$ cat src/rtl/jt49_player_pkg.sv
// jt49_player_pkg
//   Shared constants and the sequencer state type for the jt49 register-dump
//   player (jt49_player and jt49_frame_buf).
package jt49_player_pkg;

    // Registers per PSG frame (R0..R13)
    localparam int unsigned NREGS    = 14;
    localparam logic [3:0]  LAST_REG = 4'(NREGS - 1);

    // R13 value meaning "leave the envelope alone": R13 is not written, so the
    // PSG does not restart its envelope
    localparam logic [7:0]  SKIP_R13 = 8'hFF;

    typedef enum logic [1:0] {
        IDLE,
        WAIT,
        WR_LO,
        WR_HI
    } state_t;

endpackage

$ cat src/rtl/jt49_frame_buf.sv
// jt49_frame_buf
//   Two-bank frame store (2 x 14 bytes) that sits between the byte-stream
//   loader and the playback sequencer.
//
// Ports
//   clk, rst_n          clock, asynchronous active-low reset
//   i_load_valid        load byte valid
//   i_load_data[7:0]    load byte, sent in register order R0..R13
//   o_load_ready        fill bank can accept a byte
//   i_take              sequencer claims the next full bank for playback
//   i_release_bank      sequencer is done with bank i_play_sel
//   i_play_sel          bank currently being played
//   i_rd_bank, i_rd_idx read address (bank, register)
//   o_rd_data[7:0]      byte at (i_rd_bank, i_rd_idx)
//   o_rd_r13[7:0]       R13 of bank i_rd_bank (used for the envelope skip)
//   o_next_sel          bank the next playback will take
//   o_next_full         that bank holds a complete frame
module jt49_frame_buf
    import jt49_player_pkg::*;
(
    input  logic       clk,
    input  logic       rst_n,
    input  logic       i_load_valid,
    input  logic [7:0] i_load_data,
    output logic       o_load_ready,
    input  logic       i_take,
    input  logic       i_release_bank,
    input  logic       i_play_sel,
    input  logic       i_rd_bank,
    input  logic [3:0] i_rd_idx,
    output logic [7:0] o_rd_data,
    output logic [7:0] o_rd_r13,
    output logic       o_next_sel,
    output logic       o_next_full
);

    logic [7:0] r_bank [2][NREGS];
    logic [1:0] r_full;
    logic       r_fill_sel;
    logic       r_next_sel;
    logic [3:0] r_idx;
    logic       w_load;

    // The fill bank advances as soon as a bank completes and the play side
    // keeps its own pointer, so up to two frames can be queued ahead of
    // playback and are replayed in load order.
    assign o_load_ready = ~r_full[r_fill_sel];
    assign w_load       = i_load_valid & o_load_ready;

    assign o_rd_data    = r_bank[i_rd_bank][i_rd_idx];
    assign o_rd_r13     = r_bank[i_rd_bank][LAST_REG];
    assign o_next_sel   = r_next_sel;
    assign o_next_full  = r_full[r_next_sel];

    // Storage needs no reset: a bank is only read once its full flag is set
    always_ff @(posedge clk) begin
        if (w_load) begin
            r_bank[r_fill_sel][r_idx] <= i_load_data;
        end
    end

    always_ff @(posedge clk or negedge rst_n) begin
        if (!rst_n) begin
            r_full     <= '0;
            r_fill_sel <= 1'b0;
            r_next_sel <= 1'b0;
            r_idx      <= '0;
        end else begin
            // The bank being played is full, so a load can never target the
            // bank being released in the same cycle.
            if (i_release_bank) begin
                r_full[i_play_sel] <= 1'b0;
            end
            if (i_take) begin
                r_next_sel <= ~r_next_sel;
            end
            if (w_load) begin
                if (r_idx == LAST_REG) begin
                    r_full[r_fill_sel] <= 1'b1;
                    r_fill_sel         <= ~r_fill_sel;
                    r_idx              <= '0;
                end else begin
                    r_idx <= r_idx + 4'd1;
                end
            end
        end
    end

endmodule

$ cat src/rtl/jt49_player.sv
// jt49_player
//   Register-dump player placed directly upstream of the jt49 PSG. Frames of
//   14 register bytes are loaded over a valid/ready stream into a double
//   buffer; every FRAME_DIV clk_en pulses the next buffered frame is replayed
//   into the PSG write port as separated single-register write pulses.
//
// Parameters
//   FRAME_DIV   clk_en pulses per frame (>= 32)
//   DIVW        frame tick counter width
//
// Ports
//   clk, rst_n            clock, asynchronous active-low reset
//   clk_en                PSG clock enable; qualifies tick counter and FSM
//   start, stop           single-cycle playback control pulses
//   load_valid/load_data  frame byte stream (R0..R13 order)
//   load_ready            fill bank can accept a byte
//   psg_addr/psg_dout     PSG register address / data (registered)
//   psg_cs_n/psg_wr_n     PSG chip select / write strobe (registered)
//   busy                  sequencer not idle
//   underrun              sticky: tick without a full frame, or tick mid-sequence
//   frame_cnt             completed frames, wrapping
module jt49_player
    import jt49_player_pkg::*;
#(
    parameter int unsigned FRAME_DIV = 60000,
    parameter int unsigned DIVW      = 16
) (
    input  logic        clk,
    input  logic        rst_n,
    input  logic        clk_en,
    input  logic        start,
    input  logic        stop,
    input  logic        load_valid,
    input  logic [7:0]  load_data,
    output logic        load_ready,
    output logic [3:0]  psg_addr,
    output logic [7:0]  psg_dout,
    output logic        psg_cs_n,
    output logic        psg_wr_n,
    output logic        busy,
    output logic        underrun,
    output logic [15:0] frame_cnt
);

    state_t            r_state;
    logic [DIVW-1:0]   r_cnt;
    logic              r_play_sel;
    logic [3:0]        r_reg_i;
    logic              r_start_pend;
    logic              r_stop_pend;
    logic              r_cs_n;
    logic [3:0]        r_addr;
    logic [7:0]        r_dout;
    logic              r_underrun;
    logic [15:0]       r_frame_cnt;

    logic              w_tick;
    logic              w_start;
    logic              w_stop;
    logic              w_take;
    logic              w_last;
    logic              w_release;
    logic              w_rd_bank;
    logic [3:0]        w_rd_idx;
    logic [7:0]        w_rd_data;
    logic [7:0]        w_rd_r13;
    logic              w_next_sel;
    logic              w_next_full;

    jt49_frame_buf u_buf (
        .clk            (clk),
        .rst_n          (rst_n),
        .i_load_valid   (load_valid),
        .i_load_data    (load_data),
        .o_load_ready   (load_ready),
        .i_take         (w_take),
        .i_release_bank (w_release),
        .i_play_sel     (r_play_sel),
        .i_rd_bank      (w_rd_bank),
        .i_rd_idx       (w_rd_idx),
        .o_rd_data      (w_rd_data),
        .o_rd_r13       (w_rd_r13),
        .o_next_sel     (w_next_sel),
        .o_next_full    (w_next_full)
    );

    // start/stop are single clk pulses that may fall between clk_en cycles,
    // so they are held as pending until the FSM can act on them.
    assign w_start = start | r_start_pend;
    assign w_stop  = stop  | r_stop_pend;

    assign w_tick  = clk_en && (r_state != IDLE) &&
                     (r_cnt == DIVW'(FRAME_DIV - 1));

    // The PSG outputs are loaded on the same edge that enters WR_LO, so the
    // read address looks one register ahead: the bank about to be claimed
    // while in WAIT, the next register while in WR_HI.
    assign w_rd_bank = (r_state == WAIT)  ? w_next_sel : r_play_sel;
    assign w_rd_idx  = (r_state == WR_HI) ? (r_reg_i + 4'd1) : 4'd0;

    assign w_last    = (r_reg_i == LAST_REG) ||
                       ((r_reg_i == LAST_REG - 4'd1) && (w_rd_r13 == SKIP_R13));

    assign w_take    = clk_en && (r_state == WAIT) && !w_stop && w_tick && w_next_full;
    assign w_release = clk_en && (r_state == WR_HI) && (w_stop || w_last);

    assign psg_cs_n  = r_cs_n;
    assign psg_wr_n  = r_cs_n;
    assign psg_addr  = r_addr;
    assign psg_dout  = r_dout;
    assign busy      = (r_state != IDLE);
    assign underrun  = r_underrun;
    assign frame_cnt = r_frame_cnt;

    always_ff @(posedge clk or negedge rst_n) begin
        if (!rst_n) begin
            r_state      <= IDLE;
            r_cnt        <= '0;
            r_play_sel   <= 1'b0;
            r_reg_i      <= '0;
            r_start_pend <= 1'b0;
            r_stop_pend  <= 1'b0;
            r_cs_n       <= 1'b1;
            r_addr       <= '0;
            r_dout       <= '0;
            r_underrun   <= 1'b0;
            r_frame_cnt  <= '0;
        end else begin
            // Pending control pulses; start is only meaningful in IDLE, stop
            // only outside it. A simultaneous stop cancels a start in IDLE.
            if (r_state == IDLE) begin
                r_stop_pend <= 1'b0;
                if (stop) begin
                    r_start_pend <= 1'b0;
                end else if (start) begin
                    r_start_pend <= 1'b1;
                end
            end else begin
                r_start_pend <= 1'b0;
                if (stop) begin
                    r_stop_pend <= 1'b1;
                end
            end

            if (r_state == IDLE) begin
                r_cnt <= '0;
            end else if (clk_en) begin
                r_cnt <= w_tick ? '0 : (r_cnt + DIVW'(1));
            end

            if (clk_en) begin
                r_cs_n <= 1'b1;
                case (r_state)
                    IDLE: begin
                        if (w_start && !stop) begin
                            r_state      <= WAIT;
                            r_underrun   <= 1'b0;
                            r_start_pend <= 1'b0;
                        end
                    end
                    WAIT: begin
                        if (w_stop) begin
                            r_state     <= IDLE;
                            r_stop_pend <= 1'b0;
                        end else if (w_take) begin
                            r_play_sel <= w_next_sel;
                            r_reg_i    <= '0;
                            r_state    <= WR_LO;
                            r_cs_n     <= 1'b0;
                            r_addr     <= '0;
                            r_dout     <= w_rd_data;
                        end else if (w_tick) begin
                            r_underrun <= 1'b1;
                        end
                    end
                    WR_LO: begin
                        if (w_tick) begin
                            r_underrun <= 1'b1;
                        end
                        r_state <= WR_HI;
                    end
                    WR_HI: begin
                        if (w_tick) begin
                            r_underrun <= 1'b1;
                        end
                        // A stop discards the partially played frame, even
                        // if this was its final register.
                        if (w_stop) begin
                            r_state     <= IDLE;
                            r_stop_pend <= 1'b0;
                        end else if (w_last) begin
                            r_frame_cnt <= r_frame_cnt + 16'd1;
                            r_state     <= WAIT;
                        end else begin
                            r_reg_i <= r_reg_i + 4'd1;
                            r_state <= WR_LO;
                            r_cs_n  <= 1'b0;
                            r_addr  <= r_reg_i + 4'd1;
                            r_dout  <= w_rd_data;
                        end
                    end
                    default: r_state <= IDLE;
                endcase
            end
        end
    end

endmodule
$ cat config.mk
export PLATFORM = sky130hd
export DESIGN_NAME = jt49_player
export DESIGN_NICKNAME = d
export VERILOG_FILES = /design/src/rtl/jt49_player_pkg.sv /design/src/rtl/jt49_frame_buf.sv /design/src/rtl/jt49_player.sv
export SDC_FILE = /design/constraint.sdc
export NUM_CORES = 1
export LEC_CHECK = 0
export BUFFER_PORTS_ARGS = -buffer_cell sky130_fd_sc_hd__buf_2
export CAP_MARGIN = 0
export CORE_ASPECT_RATIO = 0.7
export CORE_MARGIN = 2
export CORE_UTILIZATION = 45
export CTS_CLUSTER_DIAMETER = 120
export DETAILED_ROUTE_END_ITERATION = 8
export GPL_TIMING_DRIVEN = 0
export PLACE_DENSITY_LB_ADDON = 0.12
export SYNTH_ARGS = -nofsm -noshare
export SYNTH_HDL_FRONTEND = slang
export SYNTH_HIERARCHICAL = 1
export SYNTH_SLANG_ARGS = --single-unit
export TNS_END_PERCENT = 50
$ cat constraint.sdc
create_clock -name clk -period 5.19 [get_ports clk]
set_clock_uncertainty 0.05 [all_clocks]
set_input_delay 0 -clock clk [delete_from_list [all_inputs] [get_ports clk]]
set_output_delay 0 -clock clk [all_outputs]
set_load 0.005 [all_outputs]
* After elaboration in Yosys (flattened, before gate mapping)
Memory sizes are Yosys's and may differ from the RTL's.
Index checks and enable logic that the tools add are counted.
** Operators by class
- Reduce and logical (&&, ||, !) cells :: 29
- Shift operators :: 0
- Div/mod/pow operators :: 0
- Equality and inequality tests :: 15
- Multipliers :: 0
- Order comparisons :: 8
- Add/subtract/negate cells :: 4
- Bitwise gates (word level) :: 12
- Mux-type cells :: 61
** Operator list (number)
- 112-bit two-way mux :: 1
- 8-bit two-way mux :: 7
- 16-bit two-way mux :: 3
- 16-bit by 1-bit adder with 16-bit output, second input constant :: 2
- 8-bit binary-select mux with 4-bit select :: 1
- 8-bit demux with 4-bit select :: 1
- 1-bit two-way mux :: 27
- 4-bit two-way mux :: 6
- 16-bit equality test, second input constant :: 1
- 2-bit two-way mux :: 8
- 8-bit case mux with 2 select lines :: 1
- 1-bit logical AND :: 13
- 4-bit equality test, second input constant :: 3
- 4-bit AND reduction :: 3
- 5-bit greater-or-equal comparator, second input constant :: 2
- 4-bit inverter with 5-bit output :: 2
- 4-bit by 1-bit adder with 4-bit output, second input constant :: 2
- 8-bit equality test, second input constant :: 1
- 2-bit inequality test, second input constant :: 4
- 2-bit case mux with 4 select lines :: 1
- 4-bit case mux with 2 select lines :: 1
- 1-bit by 2-bit < comparator with 1-bit output, second input constant :: 3
- 6-bit AND reduction :: 1
- 2-bit nonzero test :: 3
- 21 further kinds :: 32
** Word-level totals
- Bits in writable memories :: 224
- Bits in latches :: 0
- Memories kept :: 1
- Logic and storage cells :: 144
- Bits in read-only memories :: 0
- Output and inout port bits :: 33
- Bits of input ports :: 14
- Flip-flop bits (word level) :: 59
** Memory list
- u_buf.r_bank :: words 2, bits a word 112, read ports 1, clocked after memory_dff 0, write ports 1, line jt49_frame_buf.sv:37 : logic [7:0] r_bank [2][NREGS];

* Longest topological paths before layout
Gate-level depths: netlist (run 1).
An unclocked memory read counts as a cell.
- Word-level depth :: 12
- Mapped depth :: 13

* Hierarchy
The synthesis (run 1) kept the hierarchy.
** By module, submodules not included
- jt49_frame_buf :: area an instance 9276.4 sq um, cells each 504, times used 1, sequential area each 6926.6 sq um
- jt49_player :: area an instance 2588.7 sq um, cells each 255, times used 1, sequential area each 1277.5 sq um

* Least setup slack after synthesis (run 1)
Ideal clock, no wire load.
- Path type :: register -> register
- Start point :: register r_state[1]
- End point :: register r_frame_cnt[1] (netlist: frame_cnt[1])
- Data required time :: 5015 ps
- Cell stages (with the launch flop) :: 12
- Period minus slack after synthesis :: 3272 ps
- Arrival :: 3097 ps
- Path buffers :: 4
- Setup slack :: 1918 ps
- Cell sequence :: dfrtp_1 > nor2b_1 > mux2_2 > buf_2 > buf_6 > buf_2 > buf_2 > mux2_2 > nand4_1 > o31a_4 > or4_4 > mux2_4
** Between the ends
- Word-level cells in the longest chain between the ends :: 7
** Ends and longest elaborated chain
- start, declared :: line jt49_player.sv:45 : state_t r_state;
- start signal, assigned :: line jt49_player.sv:117 : r_state <= IDLE;
- start signal, assigned :: line jt49_player.sv:156 : r_state <= WAIT;
- start signal, assigned :: line jt49_player.sv:163 : r_state <= IDLE;
- 2-bit by 1-bit equality test with 1-bit output :: line jt49_player.sv:98 : assign w_rd_bank = (r_state == WAIT) ? w_next_sel : r_play_sel;
- 1-bit two-way mux :: line jt49_player.sv:98
- named net w_rd_bank :: line jt49_player.sv:63 : logic w_rd_bank;
- memory 2 x 112 bit
- named net w_rd_r13[7] :: line jt49_player.sv:66 : logic [7:0] w_rd_r13;
- 8-bit equality test :: line jt49_player.sv:102 : ((r_reg_i == LAST_REG - 4'd1) && (w_rd_r13 == SKIP_R13));
- 1-bit logical AND :: line jt49_player.sv:102
- 1-bit logical OR :: line jt49_player.sv:101 : assign w_last = (r_reg_i == LAST_REG) ||
- 4-bit AND reduction (no source line)
- end signal, assigned :: line jt49_player.sv:192 : r_frame_cnt <= r_frame_cnt + 16'd1;
- end, declared :: line jt49_player.sv:55 : logic [15:0] r_frame_cnt;
The timed path passes the listed nets, and every way through them passes these cells.
A chain may end at the register's enable or synchronous reset.

* Worst setup path after layout (run 1)
- Start point :: register r_state[1]
- End point :: register r_dout[6] (netlist: psg_dout[6])
** RTL lines
- 2-bit by 1-bit equality test with 1-bit output :: line jt49_player.sv:98
- 1-bit two-way mux :: line jt49_player.sv:98
- named net w_rd_bank :: line jt49_player.sv:63
- memory 2 x 112 bit
- named net w_rd_r13[7] :: line jt49_player.sv:66
- 8-bit equality test :: line jt49_player.sv:102
- 1-bit logical AND :: line jt49_player.sv:102
- 1-bit logical OR :: line jt49_player.sv:101
- 2-bit inequality test (no source line)
- 6-bit AND reduction (no source line)
- end signal, assigned :: line jt49_player.sv:171 : r_dout <= w_rd_data;
- end signal, assigned :: line jt49_player.sv:199 : r_dout <= w_rd_data;
- end, declared :: line jt49_player.sv:53 : logic [7:0] r_dout;
The timed path passes the listed nets, and every way through them passes these cells. The select of a mux whose other input is x is not followed.

==> results of run 1 <==
-- routing by layer --
layer	up-vias	wire length, um	track usage
met5	-	0	0
met4	0	632	0.0562
met3	44	1790	0.0407
met2	240	12600	0.309
met1	3662	13200	0.322
li1	3145	-	-
-- cells by family after synthesis --
logic type                 Yosys count
muxes                               99
buffers and inverters               41
and+or+nand+nor                    209
AOI/OAI and AO/OA                  102
DFF                                283
adders and majority gates            5
xor gates and xnor gates            20
-- per-stage QoR --
stage           util  cell area [um^2]
5_1_grt        0.529             13700
3_3_place_gp   0.486             12500
2_1_floorplan      -             11900
6_report       0.529             13700
3_5_place_dp   0.486             12500
4_1_cts        0.529             13600
-- worst paths after layout --
check	start	to	slack, ns	depth (start not counted)
worst min-delay path	rst_n	r_cnt[12]$_DFFE_PN0P_	0.04	2
min in group clk	stop	frame_cnt[0]$_DFFE_PN0P_	0.30	4
worst max register to register	r_state[1]$_DFFE_PN0P_	psg_dout[6]$_DFFE_PN0P_	0.92	13
max in group asynchronous	rst_n	psg_dout[5]$_DFFE_PN0P_	4.52	2
worst min register to register	frame_cnt[15]$_DFFE_PN0P_	frame_cnt[15]$_DFFE_PN0P_	0.42	1
worst max-delay path	r_state[1]$_DFFE_PN0P_	psg_dout[6]$_DFFE_PN0P_	0.92	13
-- state kept, by name, summed over array words and instances (netlist names) --
register          flops
frame_cnt            16
psg_addr              4
psg_cs_n              1
psg_dout              8
r_cnt                16
r_play_sel            1
r_start_pend          1
r_state               2
r_stop_pend           1
u_buf/o_next_sel      1
u_buf/r_bank        224
u_buf/r_fill_sel      1
u_buf/r_full          2
u_buf/r_idx           4
underrun              1
-- cell type report --
class / instances / area share
multi-input cells: 435 / 0.253
clock buffers: 38 / 0.0563
plain buffers: 30 / 0.0124
flip-flops and latches: 283 / 0.601
well taps: 357 / 0.0327
repair buffers: 59 / 0.0266
inverters: 11 / 0.00302
clock inverters: 13 / 0.0149
-- report_power, final --
part | internal [mW] | switching [mW]
registers | 2.62 | 0.0711
logic | 0.160 | 0.328
clock network | 1.28 | 0.827
total | 4.07 | 1.23
-- synth_stat cells (3+ instances only) --
master / instances
a21oi_1: 19
nor2_1: 58
nor3b_1: 3
nand3b_1: 4
a222oi_1: 5
a22o_1: 6
buf_6: 3
nand3_1: 23
nand2b_1: 12
clkbuf_1: 9
or3_1: 7
mux2_2: 33
buf_4: 5
xor2_1: 3
o211ai_1: 7
inv_1: 11
o21ai_1: 7
mux2_4: 3
nand2_1: 41
a22oi_1: 5
a211oi_1: 3
dfrtp_1: 58
xnor2_1: 17
mux4_2: 28
mux2i_1: 27
nor2b_1: 5
or4b_1: 4
buf_2: 12
ha_1: 5
a21o_1: 3
nand4_1: 10
o22ai_1: 11
or2_2: 4
mux2_1: 8
edfxtp_1: 224
a31oi_1: 8
and3_1: 9
o21ai_0: 15
nor3_1: 9
-- critical path: stages (launching register included) --
cell and delay (ns):
dfrtp_1 0.42, nor2b_1 0.22, mux2_2 0.18, buf_2 0.22, buf_6 0.23, buf_2 0.35
buf_2 0.31, mux2_2 0.38, nand4_1 0.18, o31ai_1 0.12, a21oi_1 0.40, nand2_1 0.37
buf_2 0.34, mux2_1 0.35
==> metrics, run 1 <==
starting density of the core=0.460; setup ws final=0.916 ns; critical path peak fanout=10; CTS buffer count=28; Synth area leaders=edfxtp_1 57%, dfrtp_1 12%, mux4_2 5.3%; simple-gate share of the synthesized area=0.0945; worst skew pair latency=0.55 ns; fin nets=between 800 and 900; Synth Area in XOR/XNOR=0.0148; FILL cells=2,096; largest net degree at the start of global routing=60; largest family of logic cells by synthesized area=multiplexers; final worst path period share=0.824; Seq/Total Area, Yosys=0.691; H-tree Lvls=1; most frequent cells in the layout=224 x edfxtp_1, 58 x nor2_1, 58 x dfrtp_1, 57 x buf_2, 41 x nand2_1; Root Buffer=clkbuf_16; post-synthesis mux area share=0.119; Crit path required time=around 5.6 ns; Rows=49; post-layout minimum cycle time=4.27 ns; Adder-Cell Fraction of Synth Area=0.00527; Setup Buffers After CTS=0; Final setup viols=0; Seq. cell area=roughly 8200 um^2; mean cell area of the mapped netlist=about 16 um^2; Layout area overhead=15.1%; cts hold-fix bufs=13; placed insts=1,162; PD cells=388 nW/um^2; fmax=0.234 GHz; Synth cell types=67; Mapped Cells=759; Crit Path Category=register to register; die footprint=27,700 um^2; Critical Path End Type=register; routed vias/inst=5.78; Slew Limit Fails=0; DIE WIDTH=~200 um; Leak=~4.7 nW; Clock Path Buffers=3; number of port buffers=46; Avg WL per Cell=around 23 um; WP data arrival=4.65 ns; io pins=47; #FFs+latches synth=283; final std cells w/o fill=1,226; die height=140 um; Peak VDD IR=0.000297 V; vias post-DR=7,091; global-route wire length before repair=around 43,000 um; outcome=completed; Ant. Diodes=0; Synth Warn #=6; dpl hpwl=19,100 um; worst rel slew slack=0.114; Primary FF master, synth=edfxtp_1; largest area contributor in the netlist=edfxtp_1; Final Power=5.29 mW; Post-synth ARST share=0.208; Startpoint Class=register; Residual DRC=0; multi-input logic area=around 3500 um^2; CTS tree=done; grt total ovfl=0; Sink Count=283; DP Worst Slack=between 0.9 and 1 ns; synthesized area=11,900 um^2; HP Class=primary input to asynchronous set/reset pin; unrepaired setup endpoints after global routing=no; post-cts sizing count=0; gpl congestion=roughly 0.84; CORE AREA=25,800 um^2; worst-margin pin slew=between 1 and 1.5 ns; final hold slack=between 0.03 and 0.04 ns; Final Hold Vio Count=0; Max-Cap Viols=0; Post-synth EDFFs=224; syn_nets=778; drt first pass iters=6; layout cell share with drive strength beyond 1=0.217; post-synth top area share=0.567; number of routed nets with antenna violations=0; most common cell after layout, fill and taps aside=edfxtp_1; DRT iter0 DRCs=roughly 590; vias in the first global route=7,158; Setup TNS=0 ns; GRT Total Usage=0.211; Compound-Gate Fraction of Synth Area=0.0577; initial antenna violation count=1; Clk pin slew, worst setup/hold paths=0.07 ns; final WL=28,200 um
(Power assumes the default switching activity.)
==> run 2, diff against run 1 <==
==> constraint.sdc (replaced) <==
create_clock -name clk -period 3.6 [get_ports clk]
set_clock_uncertainty 0.05 [all_clocks]
set_input_delay 0 -clock clk [delete_from_list [all_inputs] [get_ports clk]]
set_output_delay 0 -clock clk [all_outputs]
set_load 0.005 [all_outputs]
==> run 2 against run 1 <==
Compared with the run above: global-route usage about the same; count of clock-buffer cells in the layout stayed put; clock power grew 45%; final area increased by 0.47%; first-iteration DRC count shrank 13%; sequential cell count stayed put; largest power group unchanged.
==> metrics, run 2 (synthesis results as in run 1) <==
DRT iter0 DRCs=513 (was 593); vias in the first global route=7,166 (was 7,158); vias post-DR=7,073 (was 7,091); CTS tree=done (unchanged); fin nets=869 (was 867); number of port buffers=46 (unchanged); share of power burned in registers=0.508 (was 0.509); drt first pass iters=6 (unchanged); global-route wire length before repair=43,300 um (was 43,200 um); io pins=47 (unchanged); grt total ovfl=0 (unchanged); Max-Cap Viols=0 (unchanged); die footprint=27,700 um^2 (unchanged); multi-input logic area=3500 um^2 (was 3460 um^2); Crit path required time=3.98 ns (was 5.57 ns); GRT Total Usage=0.211 (about the same); CORE AREA=25,800 um^2 (unchanged); unrepaired setup endpoints after global routing=no (unchanged); Final Hold Vio Count=0 (unchanged); clock network power share=0.399 (about the same); Clock Path Buffers=3 (unchanged); Power Internal=5.87 mW (was 4.07 mW); FILL cells=2,093 (was 2,096); Final setup viols=0 (unchanged); layout cell share with drive strength beyond 1=0.230 (was 0.217); Layout area overhead=15.6% (was 15.1%); post-layout minimum cycle time=3.50 ns (was 4.27 ns); HP Class=primary input to asynchronous set/reset pin (unchanged); Slew Limit Fails=0 (unchanged); H-tree Lvls=1 (unchanged); die height=140 um (unchanged); Seq. cell area=8200 um^2 (unchanged); Ant. Diodes=0 (unchanged); Residual DRC=0 (unchanged); Logic pwr share=0.093 (was 0.092); Sw Pwr=1.78 mW (was 1.23 mW); max reg flops=224 (unchanged); reg-to-reg slack, setup=0.1 ns (was 0.92 ns); Startpoint Class=register (unchanged); Leak=4.79 nW (was 4.74 nW); Largest Register=u_buf/r_bank (unchanged); worst-margin pin slew=1.33 ns (was 1.32 ns); Crit Path Category=register to register (unchanged); most common cell after layout, fill and taps aside=edfxtp_1 (unchanged); routed vias/inst=5.76 (was 5.78); DIE WIDTH=198 um (unchanged); largest net degree at the start of global routing=60 (unchanged); final core utilization=0.532 (was 0.529); gpl congestion=0.842 (unchanged); Root Buffer=clkbuf_16 (unchanged); starting density of the core=0.460 (unchanged); Avg WL per Cell=23.0 um (about the same); CTS buffer count=28 (unchanged); most frequent cells in the layout=224 x edfxtp_1, 58 x dfrtp_1, 57 x nor2_1, 54 x buf_2, 40 x nand2_1 (was 224 x edfxtp_1, 58 x nor2_1, 58 x dfrtp_1, 57 x buf_2, 41 x nand2_1); initial antenna violation count=1 (unchanged); worst rel slew slack=0.108 (was 0.114); Clk pin slew, worst setup/hold paths=0.07 ns (about the same); PD cells=557 nW/um^2 (was 388 nW/um^2); number of routed nets with antenna violations=0 (unchanged); fmax=0.286 GHz (was 0.234 GHz); Rows=49 (unchanged); WP data arrival=3.88 ns (was 4.65 ns); Sw Share=0.232 (about the same); final hold slack=0.0379 ns (was 0.0383 ns); final worst path period share=0.972 (was 0.824); Sink Count=283 (unchanged); Peak VDD IR=0.000427 V (was 0.000297 V); outcome=completed (unchanged); final WL=28,200 um (about the same); worst skew pair latency=0.55 ns (about the same); Critical Path End Type=register (unchanged); dpl hpwl=19,100 um (unchanged); critical path peak fanout=19 (was 10)
-- run 2: changes by cell type in the layout (fill, tap and decap cells not counted), sizes merged --
cell	previous run	this run
buf	67	69
-- run 2: worst paths after layout --
| path | endpoint | startpoint | cells past startpoint |
|---|---|---|---|
| min in group clk | frame_cnt[0]$_DFFE_PN0P_ | stop | 4 |
| max reg2reg | frame_cnt[1]$_DFFE_PN0P_ | r_state[1]$_DFFE_PN0P_ | 10 |
| max in group asynchronous | u_buf/r_idx[0]$_DFFE_PN0N_ | rst_n | 2 |
| min reg2reg | frame_cnt[15]$_DFFE_PN0P_ | frame_cnt[15]$_DFFE_PN0P_ | 1 |
| max | frame_cnt[1]$_DFFE_PN0P_ | r_state[1]$_DFFE_PN0P_ | 10 |
| min | r_cnt[12]$_DFFE_PN0P_ | rst_n | 2 |
-- run 2: routing by layer --
| layer | GRT usage | vias to the layer above | part of all wire | wire (um) |
|---|---|---|---|---|
| met2 | 0.310 | 230 | 0.44 | 12500 |
| met1 | 0.323 | 3651 | 0.46 | 13100 |
| met4 | 0.0562 | 0 | 0.022 | 629 |
| li1 | - | 3148 | - | - |
| met5 | 0 | - | 0 | 0 |
| met3 | 0.0407 | 44 | 0.069 | 1950 |
-- run 2: what timing repair did --
item | 4_1_cts | 5_1_grt
setup buffers | 1 | 2
endpoints found under the setup margin | 29 | 15
hold endpoints to repair | 283 | 0
hold buffers | 13 | 0
gates resized for setup | 12 | 3
pin swaps | 4 | 3
-- run 2: stage by stage --
step | worst slack [ns] | power (mW) | TNS [ns] | cells | area (um^2)
after global placement | -0.650 | 4.60 | -9.03 | 1162 | 12500
final | 0.0999 | 7.64 | 0 | 1228 | 13700
after detailed placement | -0.646 | 4.64 | -9.36 | 1162 | 12500
after global routing | 0.0118 | 7.93 | 0 | 1228 | 13700
after floorplan | 0.328 | 4.32 | 0 | 759 | 11900
after CTS | 0.000909 | 7.70 | 0 | 1227 | 13700
-- run 2: cell type report --
class | count | share of cell area
Buffer | 29 | 0.0125
Clock buffer | 38 | 0.0560
Clock inverter | 13 | 0.0149
Inverter | 11 | 0.00301
Multi-Input combinational cell | 435 | 0.255
Sequential cell | 283 | 0.598
Tap cell | 357 | 0.0326
Timing Repair Buffer | 62 | 0.0281
-- run 2: power by group through the flow --
stage                     combinational, mW  sequential [mW]  clock (mW)
after detailed placement              0.687             3.95           0
after global routing                  0.783             3.91        3.24
after global placement                0.669             3.94           0
final                                 0.715             3.88        3.05
after CTS                             0.711             3.88        3.11
after floorplan                       0.393             3.93           0
-- run 2: worst max-delay path, cell delays in order (launching register included) --
cell	delay (ns)
dfrtp_1	0.42
nor2b_2	0.17
mux2_2	0.34
buf_2	0.19
buf_6	0.19
buf_4	0.24
mux2_2	0.29
nand4_1	0.20
o31a_4	0.43
or4_4	0.52
mux2_4	0.32
==> run 3, diff against run 2 <==
--- a/config.mk
+++ b/config.mk
@@ -7,6 +7,8 @@
 export LEC_CHECK = 0
 export BUFFER_PORTS_ARGS = -buffer_cell sky130_fd_sc_hd__buf_2
 export CAP_MARGIN = 0
+export CELL_PAD_IN_SITES_DETAIL_PLACEMENT = 0
+export CELL_PAD_IN_SITES_GLOBAL_PLACEMENT = 1
 export CORE_ASPECT_RATIO = 0.7
 export CORE_MARGIN = 2
 export CORE_UTILIZATION = 45
@@ -18,4 +20,4 @@
 export SYNTH_HDL_FRONTEND = slang
 export SYNTH_HIERARCHICAL = 1
 export SYNTH_SLANG_ARGS = --single-unit
-export TNS_END_PERCENT = 50
+export TNS_END_PERCENT = 30
==> run 3 against run 2 <==
Compared with the run above: via count down 0.79%; hold slack better by 0.25 ns; clock power is essentially flat; maximum frequency grew 0.81%; final cell count rose by 0.41%; sequential cell count stayed put; final area is 0.32% higher; core utilization increased by 0.17 points; worst setup slack better by 0.028 ns; non-clock buffer count up 5; global-route usage down 0.18 points; critical path type unchanged; critical endpoint is now psg_dout[5]$_DFFE_PN0P_; largest power group unchanged; highest routed layer unchanged.
==> metrics, run 3 (synthesis results as in run 1) <==
worst skew pair latency=0.56 ns (was 0.55 ns); Final setup viols=0 (unchanged); global-route wire length before repair=42,700 um (was 43,300 um); critical path's largest stage delay=0.63 ns (was 0.52 ns); critical path peak fanout=10 (was 19); Sw Pwr=1.81 mW (was 1.78 mW); CORE AREA=25,800 um^2 (unchanged); routed vias/inst=5.69 (was 5.76); most frequent cells in the layout=224 x edfxtp_1, 58 x dfrtp_1, 57 x nor2_1, 55 x buf_2, 40 x nand2_1 (was 224 x edfxtp_1, 58 x dfrtp_1, 57 x nor2_1, 54 x buf_2, 40 x nand2_1); worst-margin pin slew=1.31 ns (was 1.33 ns); H-tree Lvls=1 (unchanged); Final Hold Vio Count=0 (unchanged); dpl hpwl=19,400 um (was 19,100 um); DIE WIDTH=198 um (unchanged); HP Class=primary input to register (was primary input to asynchronous set/reset pin); Crit path required time=4.00 ns (was 3.98 ns); Power Internal=5.81 mW (was 5.87 mW); die height=140 um (unchanged); Sink Count=283 (unchanged); Ant. Diodes=0 (unchanged); CP Cell Sequence=clkbuf_2 > nand2_1 > nor2_1 > buf_2 > buf_4 > mux2_2 > a222oi_1 > nor4b_1 > o21ai_0 > o221a_2 > mux2_1 (was nor2b_2 > mux2_2 > buf_2 > buf_6 > buf_4 > mux2_2 > nand4_1 > o31a_4 > or4_4 > mux2_4); fin nets=874 (was 869); vias in the first global route=6,966 (was 7,166); Peak VDD IR=0.000422 V (was 0.000427 V); final instance area=13,800 um^2 (was 13,700 um^2); Critical Path End Type=register (unchanged); Critical Path Start=r_state[1]$_DFFE_PN0P_ (unchanged); Largest Register=u_buf/r_bank (unchanged); share of power burned in registers=0.509 (was 0.508); Logic pwr share=0.093 (about the same); final hold slack=0.287 ns (was 0.0379 ns); CTS buffer count=28 (unchanged); Clk pin slew, worst setup/hold paths=0.07 ns (about the same); Final Power=7.62 mW (was 7.64 mW); io pins=47 (unchanged); max reg flops=224 (unchanged); Max-Cap Viols=0 (unchanged); Slew Limit Fails=0 (unchanged); Startpoint Class=register (unchanged); die footprint=27,700 um^2 (unchanged); Crit Path Category=register to register (unchanged); Residual DRC=0 (unchanged); gpl congestion=0.807 (was 0.842); post-layout minimum cycle time=3.47 ns (was 3.50 ns); worst rel slew slack=0.119 (was 0.108); DRT iter0 DRCs=574 (was 513); drt first pass iters=5 (was 6); critical path depth=11 (was 10); CP top delay family=compound AO/OA/AOI/OAI gates (was multiplexers); CP max stage cell=a222oi_1 (was or4_4); worst path bufs/invs=3 (unchanged); number of routed nets with antenna violations=0 (unchanged); reg-to-reg slack, setup=0.13 ns (was 0.1 ns); GRT Total Usage=0.209 (was 0.211); reg2reg end=psg_dout[5]$_DFFE_PN0P_ (was frame_cnt[1]$_DFFE_PN0P_); starting density of the core=0.460 (unchanged); grt total ovfl=0 (unchanged); Clock Path Buffers=3 (unchanged); outcome=completed (unchanged); Avg WL per Cell=23.0 um (about the same); number of port buffers=46 (unchanged); final worst path period share=0.964 (was 0.972); vias post-DR=7,017 (was 7,073); clock network power share=0.398 (was 0.399); largest net degree at the start of global routing=36 (was 60); Layout area overhead=16.0% (was 15.6%); layout cell share with drive strength beyond 1=0.232 (was 0.230); WP data arrival=3.87 ns (was 3.88 ns); Crit Reg-Reg Startpoint=r_state[1]$_DFFE_PN0P_ (unchanged); Leak=4.83 nW (was 4.79 nW); PD cells=554 nW/um^2 (was 557 nW/um^2); Root Buffer=clkbuf_16 (unchanged); dpl cell area=12,600 um^2 (was 12,500 um^2); final WL=28,400 um (was 28,200 um); most common cell after layout, fill and taps aside=edfxtp_1 (unchanged); r2r worst-path depth=11 (was 10); fmax=0.288 GHz (was 0.286 GHz); CTS tree=done (unchanged); crit path capture=psg_dout[5]$_DFFE_PN0P_ (was frame_cnt[1]$_DFFE_PN0P_); Rows=49 (unchanged); initial antenna violation count=0 (was 1); unrepaired setup endpoints after global routing=no (unchanged); final core utilization=0.533 (was 0.532); Sw Share=0.237 (was 0.232)
## run 3: cell count changes in the layout (fill, tap and decap cells not counted), sizes merged
cell | previous run | this run
buf | 69 | 71
bufinv | 5 | 4
clkbuf | 47 | 44
clkinv | 7 | 11
dlygate4sd3 | 13 | 15
inv | 11 | 12
## run 3: worst min path at each step
stage               cells past startpoint  startpoint                          to  slack [ns]
floorplan                               0       rst_n    frame_cnt[0]$_DFFE_PN0P_       -0.35
global placement                        3  load_valid  u_buf/r_idx[0]$_DFFE_PN0N_        0.29
detailed placement                      1       rst_n        r_cnt[7]$_DFFE_PN0P_       0.005
CTS                                     4        stop    frame_cnt[0]$_DFFE_PN0P_        0.28
global route                            4  load_valid  u_buf/r_idx[0]$_DFFE_PN0N_        0.31
finish                                  4        stop    frame_cnt[0]$_DFFE_PN0P_        0.29
## run 3: per-stage QoR
stage          setup TNS, ns  std cells  worst slack (ns)
3_3_place_gp          -10.27       1162            -0.655
2_1_floorplan              0        759             0.328
3_5_place_dp          -10.91       1163            -0.675
4_1_cts              -0.0243       1232           -0.0116
5_1_grt                    0       1233           0.00607
6_report                   0       1233             0.128
## run 3: worst min-delay path, delay by kind of cell
kind / cells / cell delay, ns
xor+xnor: 1 / 0.06
simple gates: 1 / 0.14
buf+inv: 2 / 0.65
## run 3: layout make-up
cell class                 instances  area [um^2]
sequential                       283         8200
buffer                            29          174
fill                            2150        12000
tap                              357          447
clock buffer                      34          763
multi-input combinational        435         3480
inverter                          11         41.3
clock inverter                    17          201
timing repair buffer              67          450
## run 3: repair_timing
action,in CTS,in global routing
setup endpoints to repair,29,17
pin swaps,5,1
endpoints found under the hold margin,291,0
gates resized for setup,10,4
setup buffers,2,1
hold buffers,16,0
## run 3: per-layer routing
metal  vias to the layer above  share of wire  GRT usage
met5                         -              0          0
met4                         0          0.017     0.0388
met3                        37          0.048     0.0288
met2                       164           0.45      0.317
met1                      3661           0.49      0.326
li1                       3155              -          -
## run 3: power by group through the flow
stage / sequential (mW) / clock (mW) / combinational, mW
after global placement: 3.94 / 0 / 0.667
after floorplan: 3.93 / 0 / 0.393
final: 3.88 / 3.03 / 0.710
after detailed placement: 3.95 / 0 / 0.685
after global routing: 3.91 / 3.22 / 0.774
after CTS: 3.88 / 3.10 / 0.712
